**src/rtl/mips_mc_pkg.sv**
```systemverilog
// Shared multicycle-MIPS definitions: opcodes, memory access kinds, and the
// encoding of the memory access unit's states.
package mips_mc_pkg;

  localparam logic [5:0] OP_RTYPE = 6'b000000;
  localparam logic [5:0] OP_BEQ   = 6'b000100;
  localparam logic [5:0] OP_ADDI  = 6'b001000;
  localparam logic [5:0] OP_LW    = 6'b100011;
  localparam logic [5:0] OP_SW    = 6'b101011;

  typedef enum logic [1:0] {
    ACC_FETCH = 2'd0,
    ACC_LOAD  = 2'd1,
    ACC_STORE = 2'd2
  } acc_kind_t;

  typedef enum logic [1:0] {
    ST_IDLE = 2'd0,
    ST_BUSY = 2'd1,
    ST_DONE = 2'd2
  } mau_state_t;

  function automatic logic [31:0] word_align(input logic [31:0] addr);
    return addr & 32'hFFFF_FFFC;
  endfunction

  function automatic logic is_misaligned(input logic [31:0] addr);
    return addr[1:0] != 2'b00;
  endfunction

endpackage

```
**src/rtl/mem_watchdog.sv**
```systemverilog
// Counts consecutive enabled cycles and flags the cycle in which the
// TIMEOUT_MAX-th one occurs.
module mem_watchdog #(
  parameter int TIMEOUT_MAX = 255
) (
  input  logic clk,
  input  logic reset,
  input  logic i_clear,
  input  logic i_enable,
  output logic o_expire
);

  localparam int CW = (TIMEOUT_MAX > 1) ? $clog2(TIMEOUT_MAX) : 1;
  localparam logic [CW-1:0] LAST = CW'(TIMEOUT_MAX - 1);

  logic [CW-1:0] r_count;

  // Cycle counter, held at zero whenever the unit is not waiting on memory
  always_ff @(posedge clk) begin
    if (reset) begin
      r_count <= '0;
    end else if (i_clear || !i_enable) begin
      r_count <= '0;
    end else if (r_count != LAST) begin
      r_count <= r_count + CW'(1);
    end else begin
      r_count <= r_count;
    end
  end

  assign o_expire = i_enable && (r_count == LAST);

endmodule

```
**src/rtl/mem_access_unit.sv**
```systemverilog
// Memory access unit for a multicycle MIPS: arbitrates fetch/load/store
// requests onto a single-outstanding request/ack memory bus.
module mem_access_unit
  import mips_mc_pkg::*;
#(
  parameter int TIMEOUT_MAX = 255
) (
  input  logic        clk,
  input  logic        reset,
  input  logic        IRWrite,
  input  logic        rd_en,
  input  logic        MemWrite,
  input  logic        IorD,
  input  logic [31:0] pc,
  input  logic [31:0] alu_out,
  input  logic [31:0] wdata,
  output logic        mem_req,
  output logic        mem_we,
  output logic [31:0] mem_addr,
  output logic [31:0] mem_wdata,
  input  logic        mem_ack,
  input  logic [31:0] mem_rdata,
  output logic [31:0] instr,
  output logic [5:0]  op,
  output logic [31:0] mdr,
  output logic        busy,
  output logic        done,
  output logic        err_timeout,
  output logic        err_align
);

  mau_state_t r_state;
  mau_state_t w_next_state;
  acc_kind_t  r_kind;
  acc_kind_t  w_start_kind;
  acc_kind_t  w_kind_eff;

  logic [31:0] r_mem_addr;
  logic [31:0] r_mem_wdata;
  logic [31:0] r_instr;
  logic [31:0] r_mdr;
  logic        r_mem_req;
  logic        r_mem_we;
  logic        r_busy;
  logic        r_done;
  logic        r_err_timeout;
  logic        r_err_align;

  logic        w_start;
  logic [31:0] w_start_addr;
  logic        w_in_busy;
  logic        w_expire;
  logic        w_ack_hit;
  logic        w_timeout;
  logic        w_load_instr;
  logic        w_load_mdr;
  logic        w_req_next;
  logic        w_we_next;

  mem_watchdog #(
    .TIMEOUT_MAX(TIMEOUT_MAX)
  ) u_watchdog (
    .clk     (clk),
    .reset   (reset),
    .i_clear (w_start),
    .i_enable(w_in_busy),
    .o_expire(w_expire)
  );

  assign w_in_busy    = (r_state == ST_BUSY);
  assign w_start      = (r_state == ST_IDLE) && (MemWrite || IRWrite || rd_en);
  assign w_start_addr = IorD ? alu_out : pc;

  // State register
  always_ff @(posedge clk) begin
    if (reset) begin
      r_state <= ST_IDLE;
    end else begin
      r_state <= w_next_state;
    end
  end

  // Next-state logic; an ack arriving with the watchdog expiry still completes normally
  always_comb begin
    w_next_state = r_state;
    unique case (r_state)
      ST_IDLE: begin
        if (w_start) begin
          w_next_state = ST_BUSY;
        end else begin
          w_next_state = ST_IDLE;
        end
      end
      ST_BUSY: begin
        if (mem_ack || w_expire) begin
          w_next_state = ST_DONE;
        end else begin
          w_next_state = ST_BUSY;
        end
      end
      ST_DONE: w_next_state = ST_IDLE;
      default: w_next_state = ST_IDLE;
    endcase
  end

  // Output decode: next values for the registered bus/status outputs
  always_comb begin
    if (MemWrite) begin
      w_start_kind = ACC_STORE;
    end else if (IRWrite) begin
      w_start_kind = ACC_FETCH;
    end else begin
      w_start_kind = ACC_LOAD;
    end
    w_kind_eff   = w_start ? w_start_kind : r_kind;
    w_ack_hit    = w_in_busy && mem_ack;
    w_timeout    = w_in_busy && !mem_ack && w_expire;
    w_load_instr = w_ack_hit && (r_kind == ACC_FETCH);
    w_load_mdr   = w_ack_hit && (r_kind == ACC_LOAD);
    w_req_next   = (w_next_state == ST_BUSY);
    w_we_next    = w_req_next && (w_kind_eff == ACC_STORE);
  end

  // Datapath and status registers
  always_ff @(posedge clk) begin
    if (reset) begin
      r_kind        <= ACC_FETCH;
      r_mem_addr    <= 32'h0000_0000;
      r_mem_wdata   <= 32'h0000_0000;
      r_instr       <= 32'h0000_0000;
      r_mdr         <= 32'h0000_0000;
      r_mem_req     <= 1'b0;
      r_mem_we      <= 1'b0;
      r_busy        <= 1'b0;
      r_done        <= 1'b0;
      r_err_timeout <= 1'b0;
      r_err_align   <= 1'b0;
    end else begin
      r_mem_req <= w_req_next;
      r_mem_we  <= w_we_next;
      r_busy    <= (w_next_state != ST_IDLE);
      r_done    <= (w_next_state == ST_DONE);
      if (w_start) begin
        r_kind      <= w_start_kind;
        r_mem_addr  <= word_align(w_start_addr);
        r_mem_wdata <= wdata;
      end else begin
        r_kind      <= r_kind;
        r_mem_addr  <= r_mem_addr;
        r_mem_wdata <= r_mem_wdata;
      end
      r_instr       <= w_load_instr ? mem_rdata : r_instr;
      r_mdr         <= w_load_mdr ? mem_rdata : r_mdr;
      r_err_timeout <= r_err_timeout || w_timeout;
      r_err_align   <= r_err_align || (w_start && is_misaligned(w_start_addr));
    end
  end

  assign mem_req     = r_mem_req;
  assign mem_we      = r_mem_we;
  assign mem_addr    = r_mem_addr;
  assign mem_wdata   = r_mem_wdata;
  assign instr       = r_instr;
  assign op          = r_instr[31:26];
  assign mdr         = r_mdr;
  assign busy        = r_busy;
  assign done        = r_done;
  assign err_timeout = r_err_timeout;
  assign err_align   = r_err_align;

endmodule

```
**config.mk**
```make
export PLATFORM = sky130hd
export DESIGN_NAME = mem_access_unit
export DESIGN_NICKNAME = d
export VERILOG_FILES = /design/src/rtl/mips_mc_pkg.sv /design/src/rtl/mem_watchdog.sv /design/src/rtl/mem_access_unit.sv
export SDC_FILE = /design/constraint.sdc
export NUM_CORES = 1
export LEC_CHECK = 0
export ABC_CLOCK_PERIOD_IN_PS = 3100
export BUFFER_PORTS_ARGS = -buffer_cell sky130_fd_sc_hd__buf_4
export CELL_PAD_IN_SITES_DETAIL_PLACEMENT = 2
export CELL_PAD_IN_SITES_GLOBAL_PLACEMENT = 2
export CORE_UTILIZATION = 26
export DETAILED_ROUTE_END_ITERATION = 8
export PLACE_DENSITY_LB_ADDON = 0.08
export SYNTH_ARGS = -nofsm -noshare
export SYNTH_HDL_FRONTEND = slang
export SYNTH_HIERARCHICAL = 1
export SYNTH_SLANG_ARGS = --single-unit
```
**constraint.sdc**
```tcl
create_clock -name clk -period 3.1 [get_ports clk]
set_clock_uncertainty 0.1 [all_clocks]
set_input_delay 0.62 -clock clk [delete_from_list [all_inputs] [get_ports clk]]
set_output_delay 0.62 -clock clk [all_outputs]
set_load 0.005 [all_outputs]
```
=== Yosys cells after proc, flatten, opt, wreduce, memory -nomap -nowiden ===
Cells that the tools add are included.

* Add/subtract/negate cells: 1
* Equality and inequality tests: 7
* Muxes and demuxes: 7
* Reduce and logical (&&, ||, !) cells: 22

{| class="wikitable"
|+ Operators with widths
! kind !! number
|-
| $mux 32 || 1
|-
| $logic_and 1x1->1 || 9
|-
| $add 8x1->8 const B || 1
|-
| $eq 8x8->1 const B || 1
|-
| $ne 8x8->1 const B || 1
|-
| $eq 2x1->1 const B || 3
|-
| $logic_or 1x1->1 || 6
|-
| $mux 2 || 3
|-
| $eq 2x2->1 const B || 2
|-
| $logic_not 2->1 || 2
|-
| $pmux 2 s2 || 1
|-
| $reduce_bool 2->1 || 2
|-
| $logic_not 1->1 || 2
|-
| $mux 1 || 2
|-
| $reduce_or 2->1 || 1
|}

* Register bits after elaboration: 144
* Output and inout port bits: 140

=== Logic depth before layout (Yosys ltp) ===
Gate-level depths: netlist of the first run.

* Depth after elaboration: 7
* Depth in mapped cells: 9
* Gate-level depth less buffers: 9

=== By module ===
Netlist of the first run, hierarchy kept.

{| class="wikitable"
|+ Modules (own cells, without submodules)
! module !! instances !! cells each !! area an instance (um^2)
|-
| mem_access_unit || 1 || 601 || 5073.6
|-
| mem_watchdog || 1 || 48 || 422.9
|}

=== Worst setup path after synthesis of the first run ===
Ideal clock, no wire load.

* Path kind: input -> register
* Start point: in IRWrite
* End point: reg u_watchdog.r_count[1]
* Setup time: 79 ps
* Arrival: 2027 ps
* Required time: 2921 ps
* Setup slack: 893 ps
* Stages on the path: 7
* Buffers on the path: 3
* Cells stage by stage: o31ai_4 inv_2 buf_2 buf_4 or3_4 buf_6 a211oi_2

* Cells in the longest elaborated chain, start to end: 5

{| class="wikitable"
|+ Ends and longest elaborated chain
! element !! line !! RTL
|-
| start: declaration || mem_access_unit.sv:10 || <nowiki>input logic IRWrite,</nowiki>
|-
| $logic_or 1x1->1 (2 in series) || mem_access_unit.sv:71 || <nowiki>assign w_start = (r_state == ST_IDLE) && (MemWrite || IRWrite || rd_en);</nowiki>
|-
| $logic_and 1x1->1 || mem_access_unit.sv:71 ||
|-
| net w_start || mem_access_unit.sv:49 || <nowiki>logic w_start;</nowiki>
|-
| $logic_or 1x1->1 || mem_watchdog.sv:22 || <nowiki>end else if (i_clear || !i_enable) begin</nowiki>
|-
| $reduce_or 2->1 (no source line) || n/a ||
|-
| end signal: assignment || mem_watchdog.sv:25 || <nowiki>r_count <= r_count + CW'(1);</nowiki>
|-
| end signal: assignment || mem_watchdog.sv:27 || <nowiki>r_count <= r_count;</nowiki>
|-
| end: declaration || mem_watchdog.sv:16 || <nowiki>logic [CW-1:0] r_count;</nowiki>
|}

The timed path passes the listed nets, and every way through them passes these cells.
A chain may end at the register's enable or synchronous reset.

=== Worst setup path in the final report of the first run ===
* Start point: reg r_state[0]
* End point: reg r_mem_addr[28] (netlist: mem_addr[28])

* Cells in the longest elaborated chain, start to end: 2

{| class="wikitable"
|+ Ends and longest elaborated chain
! element !! line !! RTL
|-
| start: declaration || mem_access_unit.sv:32 || <nowiki>mau_state_t r_state;</nowiki>
|-
| start signal: assignment || mem_access_unit.sv:79 || <nowiki>r_state <= w_next_state;</nowiki>
|-
| $logic_not 2->1 || mem_access_unit.sv:71 ||
|-
| $logic_and 1x1->1 || mem_access_unit.sv:71 ||
|-
| end signal: assignment || mem_access_unit.sv:145 || <nowiki>r_mem_addr <= word_align(w_start_addr);</nowiki>
|-
| end signal: assignment || mem_access_unit.sv:149 || <nowiki>r_mem_addr <= r_mem_addr;</nowiki>
|-
| end: declaration || mem_access_unit.sv:38 || <nowiki>logic [31:0] r_mem_addr;</nowiki>
|}

No other way between the ends.

==> impl_metrics.ini, run 1 <==
[status]
outcome = complete, no violations

[critical_path]
cp.required_ns = 3.32
crit_path_max_fanout = 93
timing.reg2reg.worst_path_depth = 6
rrSetupSlack_ns = 0.94
crit_type = reg -> reg
critical_path.startpoint_type = flop
reg2reg_to = mem_addr[28]$_SDFFE_PP0P_
regToRegStartpoint = r_state[0]$_SDFF_PP0_
critPathArrivalTime_ns = 2.38
worst_setup_path_end_kind = flop

[drt]
drt_iter0_markers = 95
drc_errors = 0
detailedRoute.firstPassIterationCount = 4
post_drt_via_cell_ratio = 4.63
total_routed_length_um = 19900
vias = 5439
postRouteAntennaNets = 0
wire_per_inst_um = 16.9

[timing]
slew-limit-headroom = 0.197
grt_setup_unrepaired = no
fin_tns_setup_ns = 0
timing.hold.ws_ns = 0.342
setup_viol = 0
worst-slew-pin-transition_ns = 1.20
finalCritPeriodShare = 0.697
achievable-frequency_ghz = 0.463
final-hold-violation-count = 0
report.final.slew_viol_count = 0
finalCriticalPeriod_ns = 2.16

[floorplanning]
number_of_cell_rows = 52
boundaryPins = 275
core_region_area_um2 = 20500
die-width_um = 147
floorplan.initialDensity = 0.268
die_height_um = 147
die-area_um2 = 21700

[clocking]
clk_pin_slew_ns = 0.07
clk_latency_ns = 0.42
cts_hold_buf = 0
cts_max_level = 4
clk_path_buf_depth = 2
post-cts-setup-buffers = 0
clock_sinks = 144
cts_repair_resize_count = 0
cts-buffers-inserted = 17
cts_tree = built
cts_root_buf = sky130_fd_sc_hd__clkbuf_16

[logic_synthesis]
synth-edff-count = 0
synth_warnings = 6
synth_cell_types = 37
top_cell_type_by_total_area_after_synthesis = sky130_fd_sc_hd__dfxtp_1
postSynth.topFlopCell = sky130_fd_sc_hd__dfxtp_1
async_flop_share = 0
post_synth_instance_area_um2 = 5500
netlist.area_leader.share = 0.524
synth.most_common_cell = sky130_fd_sc_hd__nand2_1
netlist_top_cells_count = 195 x sky130_fd_sc_hd__nand2_1, 144 x sky130_fd_sc_hd__dfxtp_1, 105 x sky130_fd_sc_hd__a21oi_1
synth_area_leaders = sky130_fd_sc_hd__dfxtp_1 52%, sky130_fd_sc_hd__nand2_1 13%, sky130_fd_sc_hd__a21oi_1 9.6%
syn_avg_cell_area_um2 = 8.47
seq_area_frac_synth = 0.524
postSynthRegisterBits = 144
number_of_instances_in_the_synthesized_netlist = 649

[global_routing]
initial_antenna_violation_count = 0
grt_util_all_layers = 0.187
grt_first_pass_wirelength_um = 31600
globalRouteOverflowTotal = 0
grt_start_max_net_pins = 94
first_global_vias = 6069

[hold_path]
worst_hold_endpoint = mem_wdata[9]$_SDFFE_PP0P_
hold_depth = 3
hold_path.class = in -> reg
holdCritStartpoint = wdata[9]

[placement]
io_buffers = 272
dpl.hpwl_um = 14800
dpl_cell_area_um2 = 7650
gp_routability_congestion = 0.727

[power]
ir_drop_v = 0.000398
cellPowerDensity_nw_per_um2 = 601
power_leakage_nw = 3.63

[final_layout]
antenna_cells = 0
area_of_combinational_cells_with_multiple_inputs_um2 = 2300
layout.filler_cells = 2325
final_layout_size_suffix_gt1_frac = 0.357
finish.net_count = 1029
syn_to_final_growth_pct = 50.9
post-route-cell-area_um2 = 8300
register_area_um2 = 2880

[flow_run]
drv_cap = 0
==> critical path: stages, from the launching register on <==
cell and delay, ns:
sky130_fd_sc_hd__dfxtp_1 0.34, sky130_fd_sc_hd__nor2_2 0.23, sky130_fd_sc_hd__o31ai_4 0.13, sky130_fd_sc_hd__inv_2 0.07, sky130_fd_sc_hd__buf_4 0.73, sky130_fd_sc_hd__nor2_1 0.13, sky130_fd_sc_hd__a211oi_1 0.30
==> power by group <==
group          internal, W  switching (W)  total (W)
clock              0.00143       0.000823    0.00225
sequential         0.00197      0.0000700    0.00204
combinational     0.000353       0.000344   0.000697
==> layout make-up <==
class | count | area share
Inverter | 6 | 0.00271
Timing Repair Buffer | 279 | 0.254
Tap cell | 270 | 0.0407
Clock buffer | 18 | 0.0517
Sequential cell | 144 | 0.348
Multi-Input combinational cell | 444 | 0.278
Clock inverter | 14 | 0.0258
==> cells by family after synthesis <==
logic type                 count (synthesis)  synth area share
AOI/OAI and AO/OA                        146             0.157
adders and majority gates                  2           0.00455
buffers and inverters                     62            0.0590
xor gates and xnor gates                   3           0.00478
DFF                                      144             0.524
and+or+nand+nor                          261             0.195
other                                      1          0.000682
muxes                                     30            0.0546
==> placed cells by master (no fill, tap or decap), drive strengths merged, types with 3 or more instances in the layout <==
master    instances
buf             279
nand2           195
dfxtp           144
a21oi           105
nor2             39
a211oi           32
mux2i            30
clkbuf           18
nor3              8
inv               7
bufinv            5
nand3             5
clkinv            5
o21ai             3
clkinvlp          3
and3              3
a31oi             3
==> flip-flops by register name, indices dropped and copies added (netlist names), 2 cells and up <==
name / flops
u_watchdog/r_count: 8
r_kind: 2
mdr: 32
mem_addr: 30
instr: 32
r_state: 2
mem_wdata: 32
==> routing by layer <==
layer,GRT usage,vias to the layer above,part of all wire
li1,-,2646,-
met1,0.201,2597,0.39
met2,0.339,175,0.51
met3,0.0670,21,0.077
met4,0.0603,0,0.016
met5,0,-,0
==> how the worst max path moves through the flow <==
stage | depth (start not counted) | to | slack (ns) | startpoint
floorplan | 7 | u_watchdog/r_count[1]$_SDFFE_PP0P_ | 0.89 | IRWrite
detailed placement | 4 | instr[10]$_SDFFE_PP0P_ | 0.78 | mem_ack
global placement | 4 | instr[8]$_SDFFE_PP0P_ | 0.82 | mem_ack
CTS | 6 | mem_addr[28]$_SDFFE_PP0P_ | 0.86 | r_state[0]$_SDFF_PP0_
global route | 6 | mem_addr[28]$_SDFFE_PP0P_ | 0.72 | r_state[0]$_SDFF_PP0_
finish | 6 | mem_addr[28]$_SDFFE_PP0P_ | 0.94 | r_state[0]$_SDFF_PP0_
==> through the flow <==
| step | worst slack, ns | utilization | cells | power, W |
|---|---|---|---|---|
| after floorplan | 0.893 | - | 650 | 0.00238 |
| after global placement | 0.823 | 0.373 | 1143 | 0.00276 |
| after detailed placement | 0.781 | 0.373 | 1143 | 0.00279 |
| after CTS | 0.864 | 0.405 | 1175 | 0.00507 |
| after global routing | 0.718 | 0.405 | 1175 | 0.00522 |
| final | 0.938 | 0.405 | 1175 | 0.00499 |
Power figures use the tool's default switching activity.
==> run 2, diff against run 1 <==
--- a/config.mk
+++ b/config.mk
@@ -5,11 +5,12 @@
 export SDC_FILE = /design/constraint.sdc
 export NUM_CORES = 1
 export LEC_CHECK = 0
-export ABC_CLOCK_PERIOD_IN_PS = 3100
+export ABC_AREA = 1
+export ABC_CLOCK_PERIOD_IN_PS = 2000
 export BUFFER_PORTS_ARGS = -buffer_cell sky130_fd_sc_hd__buf_4
 export CELL_PAD_IN_SITES_DETAIL_PLACEMENT = 2
 export CELL_PAD_IN_SITES_GLOBAL_PLACEMENT = 2
-export CORE_UTILIZATION = 26
+export CORE_UTILIZATION = 24
 export DETAILED_ROUTE_END_ITERATION = 8
 export PLACE_DENSITY_LB_ADDON = 0.08
 export SYNTH_ARGS = -nofsm -noshare
==> constraint.sdc (replaced) <==
create_clock -name clk -period 2 [get_ports clk]
set_clock_uncertainty 0.1 [all_clocks]
set_input_delay 0.4 -clock clk [delete_from_list [all_inputs] [get_ports clk]]
set_output_delay 0.4 -clock clk [all_outputs]
set_load 0.005 [all_outputs]
==> impl_metrics.ini, run 2 <==
[hold_path]
hold_path.class = in -> reg

[final_layout]
syn_to_final_growth_pct = 49.9
layout.cells.most_common = sky130_fd_sc_hd__buf_4
antenna_cells = 0
finish.net_count = 1223
layout_common_cells = 274 x sky130_fd_sc_hd__buf_4, 272 x sky130_fd_sc_hd__nor2_1, 180 x sky130_fd_sc_hd__nand2_1
final_layout_size_suffix_gt1_frac = 0.299
post_layout_nonfiller_instances = 1417
postLayoutCoreUtil = 0.370

[logic_synthesis]
async_flop_share = 0
synth.most_common_cell = sky130_fd_sc_hd__nor2_1
synth_area_leaders = sky130_fd_sc_hd__dfxtp_1 49%, sky130_fd_sc_hd__nor2_1 17%, sky130_fd_sc_hd__nand2_1 12%
top_cell_type_by_total_area_after_synthesis = sky130_fd_sc_hd__dfxtp_1
netlist_top_cells_count = 272 x sky130_fd_sc_hd__nor2_1, 181 x sky130_fd_sc_hd__nand2_1, 144 x sky130_fd_sc_hd__dfxtp_1
number_of_instances_in_the_synthesized_netlist = 839
synth_warnings = 6
netlist.area_leader.share = 0.493
synth-edff-count = 0
seq_area_frac_synth = 0.493
syn_avg_cell_area_um2 = 6.97
postSynth.topFlopCell = sky130_fd_sc_hd__dfxtp_1
postSynthRegisterBits = 144
post_synth_instance_area_um2 = 5850
synth_cell_types = 29

[critical_path]
cpMostUsedCell = sky130_fd_sc_hd__nand2_1
rrSetupSlack_ns = 0.21
critPathArrivalTime_ns = 2.05
path_cells = inv_1 -> ha_1 -> nand2_1 -> nor2_1 -> nand2_4 -> nor2_1 -> or2_2 -> inv_1 -> nand2_1 -> nand2_1 -> nand2_1 -> nor2_1
cp.required_ns = 2.25
crit_path_max_fanout = 9
crit_type = reg -> reg
critical_path.startpoint_type = flop
cpPeakStageDelay_ns = 0.35
critical-path-slowest-cell = sky130_fd_sc_hd__dfxtp_2
worst_setup_path_end_kind = flop

[drt]
postRouteAntennaNets = 0
wire_per_inst_um = 15.1
vias = 6046
drt_iter0_markers = 164
drc_errors = 0
total_routed_length_um = 21500
detailedRoute.firstPassIterationCount = 4
post_drt_via_cell_ratio = 4.27

[power]
comb_power_share = 0.161
ir_drop_v = 0.000331
share_seq_of_total_power = 0.401
power_switching_w = 0.00206
power_leakage_nw = 4.36
cellPowerDensity_nw_per_um2 = 914
p_int_w = 0.00595
power.clock.fraction = 0.437
switching_share = 0.257

[timing]
finalCritPeriodShare = 0.897
final-hold-violation-count = 0
achievable-frequency_ghz = 0.557
report.final.slew_viol_count = 0
finalCriticalPeriod_ns = 1.79
grt_setup_unrepaired = no
slew-limit-headroom = 0.517
setup_viol = 0
final.setup.worst_slack_ns = 0.205
fin_tns_setup_ns = 0
worst-slew-pin-transition_ns = 0.724

[placement]
gp_routability_congestion = 0.728
dpl.hpwl_um = 15400
detailedPlace.worstSlack_ns = 0.160
io_buffers = 272
post-place-cells = 1386

[floorplanning]
die-area_um2 = 25000
die-width_um = 158
die_height_um = 158
floorplan.initialDensity = 0.247
boundaryPins = 275
number_of_cell_rows = 56
core_region_area_um2 = 23700

[clocking]
cts_hold_buf = 0
clk_latency_ns = 0.42
clock_sinks = 144
cts-buffers-inserted = 17
cts_root_buf = sky130_fd_sc_hd__clkbuf_16
cts_tree = built
clk_path_buf_depth = 2
clk_pin_slew_ns = 0.07
cts_max_level = 4
post-cts-setup-buffers = 0

[global_routing]
grt_first_pass_wirelength_um = 33000
grt_util_all_layers = 0.174
initial_antenna_violation_count = 0
globalRouteOverflowTotal = 0
grt_start_max_net_pins = 83
first_global_vias = 6253

[status]
outcome = complete, no violations

[flow_run]
drv_cap = 0
run 2: layout make-up:
type,count,area (um2)
clock buffers,18,429
clock inverters,13,213
multi-input cells,585,2440
fillers,2867,14900
inverters,58,220
repair buffers,280,2180
flip-flops and latches,144,2880
well taps,319,399
run 2: power by group through the flow:
| stage | clock [W] | combinational (W) | sequential [W] |
|---|---|---|---|
| finish | 0.00350 | 0.00129 | 0.00321 |
| detailed placement | 0 | 0.00133 | 0.00328 |
| global route | 0.00374 | 0.00146 | 0.00324 |
| global placement | 0 | 0.00130 | 0.00327 |
| CTS | 0.00364 | 0.00133 | 0.00322 |
| floorplan | 0 | 0.000552 | 0.00328 |
run 2: worst paths after layout:
path | start | end | depth (start not counted)
worst max-delay path | u_watchdog/r_count[0]$_SDFFE_PP0P_ | mem_we$_SDFF_PP0_ | 12
worst min-delay path | wdata[20] | mem_wdata[20]$_SDFFE_PP0P_ | 3
worst max register to register | u_watchdog/r_count[0]$_SDFFE_PP0P_ | mem_we$_SDFF_PP0_ | 12
worst min register to register | mem_addr[26]$_SDFFE_PP0P_ | mem_addr[26]$_SDFFE_PP0P_ | 2
run 2: timing repair:
action / CTS / global route
resized for setup: 0 / 1
hold endpoints to repair: 0 / 0
setup endpoints to repair: 0 / 1
run 2: cell families after synthesis:
logic type,count (synthesis),share of synthesized area
compound gates,102,0.0875
xor+xnor,2,0.00300
fa+ha+maj,2,0.00428
buf+inv,111,0.0903
flops,144,0.493
other cells,1,0.000642
simple gates,477,0.321
run 2: per-stage QoR:
step / area [um2] / power [W] / hold WS [ns]
after global routing: 8760 / 0.00844 / 0.126
after global placement: 8120 / 0.00457 / 0.363
after floorplan: 5850 / 0.00383 / 0.360
final: 8760 / 0.00801 / 0.129
after detailed placement: 8120 / 0.00461 / 0.377
after CTS: 8760 / 0.00819 / 0.105
run 2: worst max-delay path, delay by kind of cell, from the launching register on:
kind	cells	cell delay (ns)
buffers and inverters	2	0.17
adders and majority gates	1	0.19
and+or+nand+nor	9	0.92
DFF	1	0.35
run 2: metal layers:
metal | global-route usage | routed length, um | vias to the layer above
met5 | 0 | 0 | -
met4 | 0.0513 | 215 | 0
met3 | 0.0714 | 2020 | 14
met2 | 0.305 | 10500 | 174
met1 | 0.191 | 8730 | 2814
li1 | - | - | 3044
==> run 3, diff against run 2 <==
--- a/config.mk
+++ b/config.mk
@@ -5,12 +5,11 @@
 export SDC_FILE = /design/constraint.sdc
 export NUM_CORES = 1
 export LEC_CHECK = 0
-export ABC_AREA = 1
 export ABC_CLOCK_PERIOD_IN_PS = 2000
 export BUFFER_PORTS_ARGS = -buffer_cell sky130_fd_sc_hd__buf_4
 export CELL_PAD_IN_SITES_DETAIL_PLACEMENT = 2
 export CELL_PAD_IN_SITES_GLOBAL_PLACEMENT = 2
-export CORE_UTILIZATION = 24
+export CORE_UTILIZATION = 25
 export DETAILED_ROUTE_END_ITERATION = 8
 export PLACE_DENSITY_LB_ADDON = 0.08
 export SYNTH_ARGS = -nofsm -noshare
==> impl_metrics.ini, run 3 (synthesis gave the netlist of run 1 again) <==
[floorplanning]
die_height_um = 150
core_region_area_um2 = 21300
die-width_um = 150
boundaryPins = 275
number_of_cell_rows = 53
floorplan.initialDensity = 0.258
die-area_um2 = 22600

[drt]
wire_per_inst_um = 17.1
drc_errors = 0
detailedRoute.firstPassIterationCount = 4
vias = 5487
post_drt_via_cell_ratio = 4.64
drt_iter0_markers = 127
total_routed_length_um = 20300
postRouteAntennaNets = 0

[final_layout]
layout_common_cells = 279 x sky130_fd_sc_hd__buf_4, 195 x sky130_fd_sc_hd__nand2_1, 143 x sky130_fd_sc_hd__dfxtp_1
post_layout_nonfiller_instances = 1183
finish.net_count = 1033
syn_to_final_growth_pct = 50.9
antenna_cells = 0
layout.filler_cells = 2393
final_layout_size_suffix_gt1_frac = 0.363
layout.cells.most_common = sky130_fd_sc_hd__buf_4
post-route-cell-area_um2 = 8300

[placement]
io_buffers = 272
dpl.hpwl_um = 14900
gp_routability_congestion = 0.732
dpl_cell_area_um2 = 7710
post-place-cells = 1152

[critical_path]
crit_path_max_fanout = 5
critPathArrivalTime_ns = 2.11
crit_type = reg -> reg
reg2reg_to = mem_we$_SDFF_PP0_
rrSetupSlack_ns = 0.15
critical_path.startpoint_type = flop
worst_setup_path_end_kind = flop
timing.reg2reg.worst_path_depth = 9
cp.required_ns = 2.26
regToRegStartpoint = u_watchdog/r_count[0]$_SDFFE_PP0P_

[timing]
finalCritPeriodShare = 0.924
report.final.slew_viol_count = 0
final-hold-violation-count = 0
grt_setup_unrepaired = no
fin_tns_setup_ns = 0
achievable-frequency_ghz = 0.541
worst-slew-pin-transition_ns = 0.511
slew-limit-headroom = 0.659
timing.hold.ws_ns = 0.125
setup_viol = 0
finalCriticalPeriod_ns = 1.85

[power]
cellPowerDensity_nw_per_um2 = 888
ir_drop_v = 0.000495
power_leakage_nw = 3.63

[clocking]
cts_tree = built
clock_sinks = 144
clk_pin_slew_ns = 0.06
cts_root_buf = sky130_fd_sc_hd__clkbuf_16
cts_max_level = 4
cts_hold_buf = 0
post-cts-setup-buffers = 0
clk_path_buf_depth = 2
clk_latency_ns = 0.42
cts-buffers-inserted = 17

[flow_run]
drv_cap = 0

[global_routing]
initial_antenna_violation_count = 0
grt_util_all_layers = 0.181
grt_start_max_net_pins = 76
grt_first_pass_wirelength_um = 31500
first_global_vias = 6062
globalRouteOverflowTotal = 0

[status]
outcome = complete, no violations

[hold_path]
hold_depth = 3
worst_hold_endpoint = mem_wdata[12]$_SDFFE_PP0P_
holdCritStartpoint = wdata[12]
hold_path.class = in -> reg
run 3: changes by cell type in the layout (fill, tap and decap cells not counted), sizes merged, moves of 5 or more:
cell and delta:
nor3 +5, inv -48, a211oi +32, nor2 -237, o21ai -94, nand3 -5, a21oi +101, mux2i +30
nand2 +10
run 3: worst max-delay path: stages, from the launching register on:
cell and delay, ns:
sky130_fd_sc_hd__dfxtp_2 0.37, sky130_fd_sc_hd__inv_1 0.07, sky130_fd_sc_hd__ha_1 0.21, sky130_fd_sc_hd__and3_2 0.26, sky130_fd_sc_hd__nand3_2 0.14, sky130_fd_sc_hd__nor2_1 0.08, sky130_fd_sc_hd__nor2_2 0.13, sky130_fd_sc_hd__nand2_1 0.11
sky130_fd_sc_hd__a21oi_2 0.16, sky130_fd_sc_hd__and3b_1 0.16
run 3: cell type report:
type	instances	area (um2)	area share
clock inverter	13	138	0.0166
inverter	6	22.5	0.00271
sequential	144	2880	0.348
multi-input combinational	444	2310	0.278
timing repair buffer	283	2170	0.261
clock buffer	18	429	0.0517
tap	275	344	0.0415
run 3: worst max path at each step:
stage | start | endpoint | slack [ns] | cells past startpoint
global placement | u_watchdog/r_count[0]$_SDFFE_PP0P_ | mem_we$_SDFF_PP0_ | 0.18 | 9
floorplan | IRWrite | u_watchdog/r_count[1]$_SDFFE_PP0P_ | 0.01 | 7
detailed placement | r_state[0]$_SDFF_PP0_ | mem_addr[29]$_SDFFE_PP0P_ | 0.03 | 6
global route | u_watchdog/r_count[1]$_SDFFE_PP0P_ | mem_we$_SDFF_PP0_ | 0.02 | 8
finish | u_watchdog/r_count[0]$_SDFFE_PP0P_ | mem_we$_SDFF_PP0_ | 0.15 | 9
CTS | r_state[0]$_SDFF_PP0_ | mem_addr[23]$_SDFFE_PP0P_ | 0.009 | 6
run 3: routing by layer:
layer / vias to the layer above / part of all wire / track usage
li1: 2646 / - / -
met1: 2634 / 0.39 / 0.192
met2: 181 / 0.50 / 0.322
met3: 26 / 0.089 / 0.0785
met4: 0 / 0.018 / 0.0571
met5: - / 0 / 0
run 3: power by group:
part | total, W | internal (W) | switching [W]
clock | 0.00311 | 0.00183 | 0.00127
sequential | 0.00316 | 0.00305 | 0.000105
combinational | 0.00110 | 0.000560 | 0.000544
run 3: metrics by stage:
step,util,power (W),worst slack [ns]
6_report,0.390,0.00737,0.152
5_1_grt,0.390,0.00772,0.0224
4_1_cts,0.389,0.00749,0.00948
3_5_place_dp,0.362,0.00434,0.0295
3_3_place_gp,0.362,0.00428,0.179
2_1_floorplan,-,0.00369,0.0135
run 3: what timing repair did:
item	4_1_cts	5_1_grt
endpoints found under the setup margin	1	44
gates resized for setup	1	5
pin swaps	0	1
